==> src/rtl/memory_match_ctrl.sv <==
// memory_match_ctrl
// Turn sequencer for the 4x4 memory card game. It reads two cards from the
// board's one-cycle read port and compares them. It then tracks the revealed
// and matched cells, keeps score and raises game_over once every cell is matched.
// Build option: define MEMORY_TWO_PLAYER_EN to let two players alternate turns.
// Without it, one player (player 0) earns every point.
module memory_match_ctrl #(
    parameter int SHOW_CYCLES = 50_000_000,
    parameter int CARD_W      = 3
) (
    input  logic              clk,
    input  logic              reset,
    input  logic              sel_n,
    input  logic [1:0]        cur_row,
    input  logic [1:0]        cur_col,
    output logic              rd_en,
    output logic [3:0]        rd_addr,
    input  logic [CARD_W-1:0] rd_data,
    output logic [15:0]       revealed_mask,
    output logic [15:0]       matched_mask,
    output logic              player,
    output logic [3:0]        score0,
    output logic [3:0]        score1,
    output logic              busy,
    output logic              game_over
);

    localparam int CNT_W = $clog2(SHOW_CYCLES + 1);

    typedef enum logic [2:0] {
        PICK1,
        WAIT1,
        PICK2,
        WAIT2,
        CMP,
        SHOW,
        DONE
    } state_t;

    state_t             state_reg;

    // Button synchronizer, edge detector and the resulting one-cycle pulse
    logic               sync0_reg;
    logic               sync1_reg;
    logic               sync2_reg;
    logic               sel_pulse_reg;

    // Pick bookkeeping
    logic [3:0]         a1_reg;
    logic [3:0]         a2_reg;
    logic [CARD_W-1:0]  c1_reg;
    logic [CARD_W-1:0]  c2_reg;
    logic [CNT_W-1:0]   show_cnt_reg;

    // Registered outputs
    logic               rd_en_reg;
    logic [3:0]         rd_addr_reg;
    logic [15:0]        revealed_reg;
    logic [15:0]        matched_reg;
    logic               player_reg;
    logic [3:0]         score0_reg;
    logic [3:0]         score1_reg;
    logic               busy_reg;
    logic               game_over_reg;

    // Derived combinational helpers
    logic [3:0]         pick_addr;
    logic               pick_ok;
    logic [15:0]        pair_bits;
    logic               all_matched;

    assign pick_addr   = {cur_row, cur_col};
    // A cell can be picked only while it is face down and unmatched
    assign pick_ok     = sel_pulse_reg & ~revealed_reg[pick_addr] & ~matched_reg[pick_addr];
    assign pair_bits   = (16'h0001 << a1_reg) | (16'h0001 << a2_reg);
    assign all_matched = ((matched_reg | pair_bits) == 16'hFFFF);

    assign rd_en         = rd_en_reg;
    assign rd_addr       = rd_addr_reg;
    assign revealed_mask = revealed_reg;
    assign matched_mask  = matched_reg;
    assign player        = player_reg;
    assign score0        = score0_reg;
    assign score1        = score1_reg;
    assign busy          = busy_reg;
    assign game_over     = game_over_reg;

    // Synchronize the button and turn each synchronized press into a registered one-cycle pulse
    always_ff @(posedge clk or negedge reset) begin
        if (!reset) begin
            sync0_reg     <= 1'b1;
            sync1_reg     <= 1'b1;
            sync2_reg     <= 1'b1;
            sel_pulse_reg <= 1'b0;
        end else begin
            sync0_reg     <= sel_n;
            sync1_reg     <= sync0_reg;
            sync2_reg     <= sync1_reg;
            sel_pulse_reg <= sync2_reg & ~sync1_reg;
        end
    end

    // Turn FSM with registered outputs. Pulses outside PICK1/PICK2 are simply not consumed.
    always_ff @(posedge clk or negedge reset) begin
        if (!reset) begin
            state_reg     <= PICK1;
            a1_reg        <= 4'd0;
            a2_reg        <= 4'd0;
            c1_reg        <= '0;
            c2_reg        <= '0;
            show_cnt_reg  <= '0;
            rd_en_reg     <= 1'b0;
            rd_addr_reg   <= 4'd0;
            revealed_reg  <= 16'h0000;
            matched_reg   <= 16'h0000;
            player_reg    <= 1'b0;
            score0_reg    <= 4'd0;
            score1_reg    <= 4'd0;
            busy_reg      <= 1'b0;
            game_over_reg <= 1'b0;
        end else begin
            rd_en_reg <= 1'b0;
            case (state_reg)
                PICK1: begin
                    if (pick_ok) begin
                        rd_addr_reg <= pick_addr;
                        rd_en_reg   <= 1'b1;
                        a1_reg      <= pick_addr;
                        busy_reg    <= 1'b1;
                        state_reg   <= WAIT1;
                    end
                end
                WAIT1: begin
                    c1_reg       <= rd_data;
                    revealed_reg <= revealed_reg | (16'h0001 << a1_reg);
                    busy_reg     <= 1'b0;
                    state_reg    <= PICK2;
                end
                PICK2: begin
                    // a1 is already face up here, so pick_ok rejects it
                    if (pick_ok) begin
                        rd_addr_reg <= pick_addr;
                        rd_en_reg   <= 1'b1;
                        a2_reg      <= pick_addr;
                        busy_reg    <= 1'b1;
                        state_reg   <= WAIT2;
                    end
                end
                WAIT2: begin
                    c2_reg       <= rd_data;
                    revealed_reg <= revealed_reg | (16'h0001 << a2_reg);
                    state_reg    <= CMP;
                end
                CMP: begin
                    if (c1_reg == c2_reg) begin
                        matched_reg  <= matched_reg | pair_bits;
                        revealed_reg <= revealed_reg & ~pair_bits;
`ifdef MEMORY_TWO_PLAYER_EN
                        if (player_reg) begin
                            if (score1_reg < 4'd8) begin
                                score1_reg <= score1_reg + 4'd1;
                            end
                        end else begin
                            if (score0_reg < 4'd8) begin
                                score0_reg <= score0_reg + 4'd1;
                            end
                        end
`else
                        if (score0_reg < 4'd8) begin
                            score0_reg <= score0_reg + 4'd1;
                        end
`endif
                        busy_reg <= 1'b0;
                        if (all_matched) begin
                            game_over_reg <= 1'b1;
                            state_reg     <= DONE;
                        end else begin
                            state_reg <= PICK1;
                        end
                    end else begin
                        // The counter runs N-1 down to 0, so SHOW lasts exactly SHOW_CYCLES cycles
                        show_cnt_reg <= CNT_W'(SHOW_CYCLES - 1);
                        state_reg    <= SHOW;
                    end
                end
                SHOW: begin
                    if (show_cnt_reg == '0) begin
                        revealed_reg <= revealed_reg & ~pair_bits;
`ifdef MEMORY_TWO_PLAYER_EN
                        player_reg   <= ~player_reg;
`endif
                        busy_reg     <= 1'b0;
                        state_reg    <= PICK1;
                    end else begin
                        show_cnt_reg <= show_cnt_reg - CNT_W'(1);
                    end
                end
                DONE: begin
                    state_reg <= DONE;
                end
                default: begin
                    busy_reg  <= 1'b0;
                    state_reg <= PICK1;
                end
            endcase
        end
    end

endmodule

==> config.mk <==
export PLATFORM = sky130hd
export DESIGN_NAME = memory_match_ctrl
export DESIGN_NICKNAME = d
export VERILOG_FILES = /design/src/rtl/memory_match_ctrl.sv
export SDC_FILE = /design/constraint.sdc
export NUM_CORES = 1
export LEC_CHECK = 0
export BUFFER_PORTS_ARGS = -buffer_cell sky130_fd_sc_hd__buf_2
export CELL_PAD_IN_SITES_DETAIL_PLACEMENT = 2
export CELL_PAD_IN_SITES_GLOBAL_PLACEMENT = 2
export CORE_MARGIN = 10
export CORE_UTILIZATION = 40
export DETAILED_ROUTE_END_ITERATION = 8
export PLACE_DENSITY_LB_ADDON = 0.1
export SYNTH_ARGS = -nofsm -noshare
export SYNTH_HDL_FRONTEND = slang
export SYNTH_SLANG_ARGS = --single-unit
==> constraint.sdc <==
create_clock -name clk -period 4 [get_ports clk]
set_clock_uncertainty 0.1 [all_clocks]
set_input_delay 1 -clock clk [delete_from_list [all_inputs] [get_ports clk]]
set_output_delay 1 -clock clk [all_outputs]
set_load 0.03 [all_outputs]
==> run metrics <==
CP endpoint kind flip-flop; Worst path top cell family by delay simple AND/OR/NAND/NOR gates; PnR worst setup slack 1.06 ns; R2R cell count 6; hold_buf cts 0; Ports between 50 and 60; Mapped Cells 473; Clock Sinks 90; RSZ-0062 raised after global routing false; Clk pwr share 20.4%; Num CTS Buffers 9; sequential area share after synthesis 47.3%; Final TNS setup 0 ns; Peak VDD IR 263 uV; count of cell types in the netlist 68; drt pass-1 iters 5; PwrDens 760 nW/um^2; die width 129 um; routed vias 3,991; Filler Cells Inserted 1,232; max-cap viol count 0; DRC violations left 0; Leak Pwr ~2.6 nW; Final Hold Violating Endpoints 0; Slew @ Worst Pin ~1.0 ns; Cell Int Power about 2.3 mW; gr usage total 19.7%; worst-path fanout max 15; Arrival @ worst endpoint around 3.1 ns; ANT cells 0; fmax 340 MHz; Routed wire per std cell 23.4 um; sequential power share 39.1%; fraction of layout instances using a drive strength above 1 between 20% and 30%; Final nets 533; initial antenna violation count 0; syn_area_per_cell 10.1 sq um; Placement Cell Area roughly 5000 sq um; reg2reg setup slack 1.06 ns; dpl cells between 600 and 700; Hold Path End sync1_reg$_DFF_PN1_; Die Y 129 um; DP HPWL 11,500 um; status finished clean; antenna viol nets, final 0; fraction of the cycle the final worst path needs 73.4%; slowest CP cell dfrtp_1; largest net degree at the start of global routing 48; NetSw 1.84 mW; CP Launch Type flip-flop; CORE AREA 11,600 sq um; port bufs 52; pre-CTS setup slack around 0.77 ns; Finished Cell Area around 5400 sq um; vias in the first global route 4,437; Crit path largest cell delay 0.56 ns; first-pass GRT wire length 25,500 um; Layout area overhead 14.2%; hold path cells 0; pins over their slew limit 0; max FFs per register 26; routed wire length 15,700 um; Final Setup Violations 0; r2r startpoint a1_reg[1]$_DFFE_PN0P_; Synthesis Warnings 5; CTS Root Cell clkbuf_16; postcts setup bufs 0; clk_lat worst skew ~0.35 ns; Buf+Inv Stages, Crit Path 0; worst path cell trace or2_2 -> o22ai_1 -> o22ai_1 -> or4_1 -> nor4_1 -> or2_2; Crit path required time 4.19 ns; slew margin rel. 29.7%; Post-synth EDFFs 0; gpl congestion 0.834; detail-routed via count per cell ~6.0; Post-Syn Area 4770 sq um; Logic pwr share between 40% and 50%; Starting Density 41.2%; Final Util 47.1%; CTS resizes 0; clock slew at reported path FFs 0.07 ns; Sw Share 44.5%; crit path kind flip-flop to flip-flop; Site Rows 39; reg2reg end game_over$_DFFE_PN0P_; FF+latch count, synth 90; Finished Layout Cells between 600 and 700; GRT Residual Overflow 0; DR iter-0 viols 167; Main synth FF type dfrtp_1; die area 16,700 sq um; worst hold start sync0_reg$_DFF_PN1_; asr flop ratio synth 100%; worst hold path type flip-flop to flip-flop; CTS Buffer Depth 2; minimum clock period 2.94 ns; CTS H-tree depth 3; CTS tree yes
[power by group through the flow]
stage               clock network [mW]  registers [mW]  logic [mW]
floorplan                            0            1.67        1.05
CTS                              0.868            1.62        1.69
finish                           0.844            1.62        1.68
global placement                     0            1.60        1.61
detailed placement                   0            1.62        1.67
global route                     0.907            1.67        1.84
[metrics by stage]
| stage | power (mW) | hold slack [ns] |
|---|---|---|
| global placement | 3.21 | 0.246 |
| CTS | 4.18 | 0.257 |
| finish | 4.14 | 0.255 |
| global route | 4.42 | 0.265 |
| detailed placement | 3.30 | 0.247 |
| floorplan | 2.72 | 0.245 |
[layer usage]
layer	vias up	routed length (um)	track usage, %
met1	2058	6350	22.2
li1	1826	-	-
met2	81	8280	34.9
met4	0	414	9.03
met3	26	614	4.28
met5	-	0	0
[kinds of logic (layout without fill, tap and decap cells)]
kind of cell               count (synthesis)  in the layout  share of synthesized area (%)
and+or+nand+nor                          194            194                           23.4
AOI/OAI and AO/OA                        112            112                           16.9
DFF                                       90             90                           47.3
buffers and inverters                     33             82                           3.18
xor gates and xnor gates                  21             21                           3.86
muxes                                     20             20                           4.70
adders and majority gates                  2              2                          0.525
other                                      1              5                         0.0787
[worst max path at each step]
stage | startpoint | to | slack [ns] | depth (start not counted)
after floorplan | cur_col[0] | a1_reg[2]$_DFFE_PN0P_ | 0.96 | 7
after global placement | cur_col[0] | a2_reg[3]$_DFFE_PN0P_ | 0.90 | 7
after detailed placement | cur_col[0] | a2_reg[2]$_DFFE_PN0P_ | 0.77 | 8
after CTS | a1_reg[1]$_DFFE_PN0P_ | game_over$_DFFE_PN0P_ | 1.06 | 6
after global routing | a1_reg[2]$_DFFE_PN0P_ | game_over$_DFFE_PN0P_ | 0.88 | 6
final | a1_reg[1]$_DFFE_PN0P_ | game_over$_DFFE_PN0P_ | 1.06 | 6
[Yosys cell counts (11+ instances only)]
library cell	count	area share, %
dfrtp_1	87	46
nor2_1	50	3.9
nand2_1	32	2.5
o22ai_1	29	3.8
a21o_1	26	4.1
nand3_1	17	1.8
xor2_1	15	2.8
nand2b_1	13	1.7
clkbuf_1	12	0.94
nor3_1	12	1.3
mux2_2	11	2.6
o21ai_0	11	1.2
[cell usage in the layout (no fill, tap or decap), types with 4 or more instances in the layout]
master,netlist,final
dfrtp_1,87,87
buf_2,6,51
nor2_1,50,50
nand2_1,32,32
o22ai_1,29,29
a21o_1,26,26
nand3_1,17,17
xor2_1,15,15
nand2b_1,13,13
nor3_1,12,12
o21ai_0,11,11
mux2_2,11,11
nor4_1,9,9
or2_2,9,9
clkbuf_16,0,9
mux2_1,8,8
buf_4,5,8
inv_1,7,7
a21oi_1,7,7
nor2b_1,6,6
or3_1,6,6
xnor2_1,6,6
a211oi_1,6,6
a22oi_1,6,6
or4_1,5,5
and3_1,5,5
conb_1,1,5
a2111oi_0,4,4
and2_1,4,4
[layout make-up]
cell class | count | area [sq um] | area share (%)
flip-flops and latches | 90 | 2260 | 41.4
clock inverters | 4 | 25.0 | 0.460
multi-input cells | 354 | 2370 | 43.6
well taps | 143 | 179 | 3.29
inverters | 7 | 26.3 | 0.483
repair buffers | 59 | 315 | 5.79
clock buffers | 12 | 267 | 4.90
Note: power is estimated with default switching activity, not from simulation.
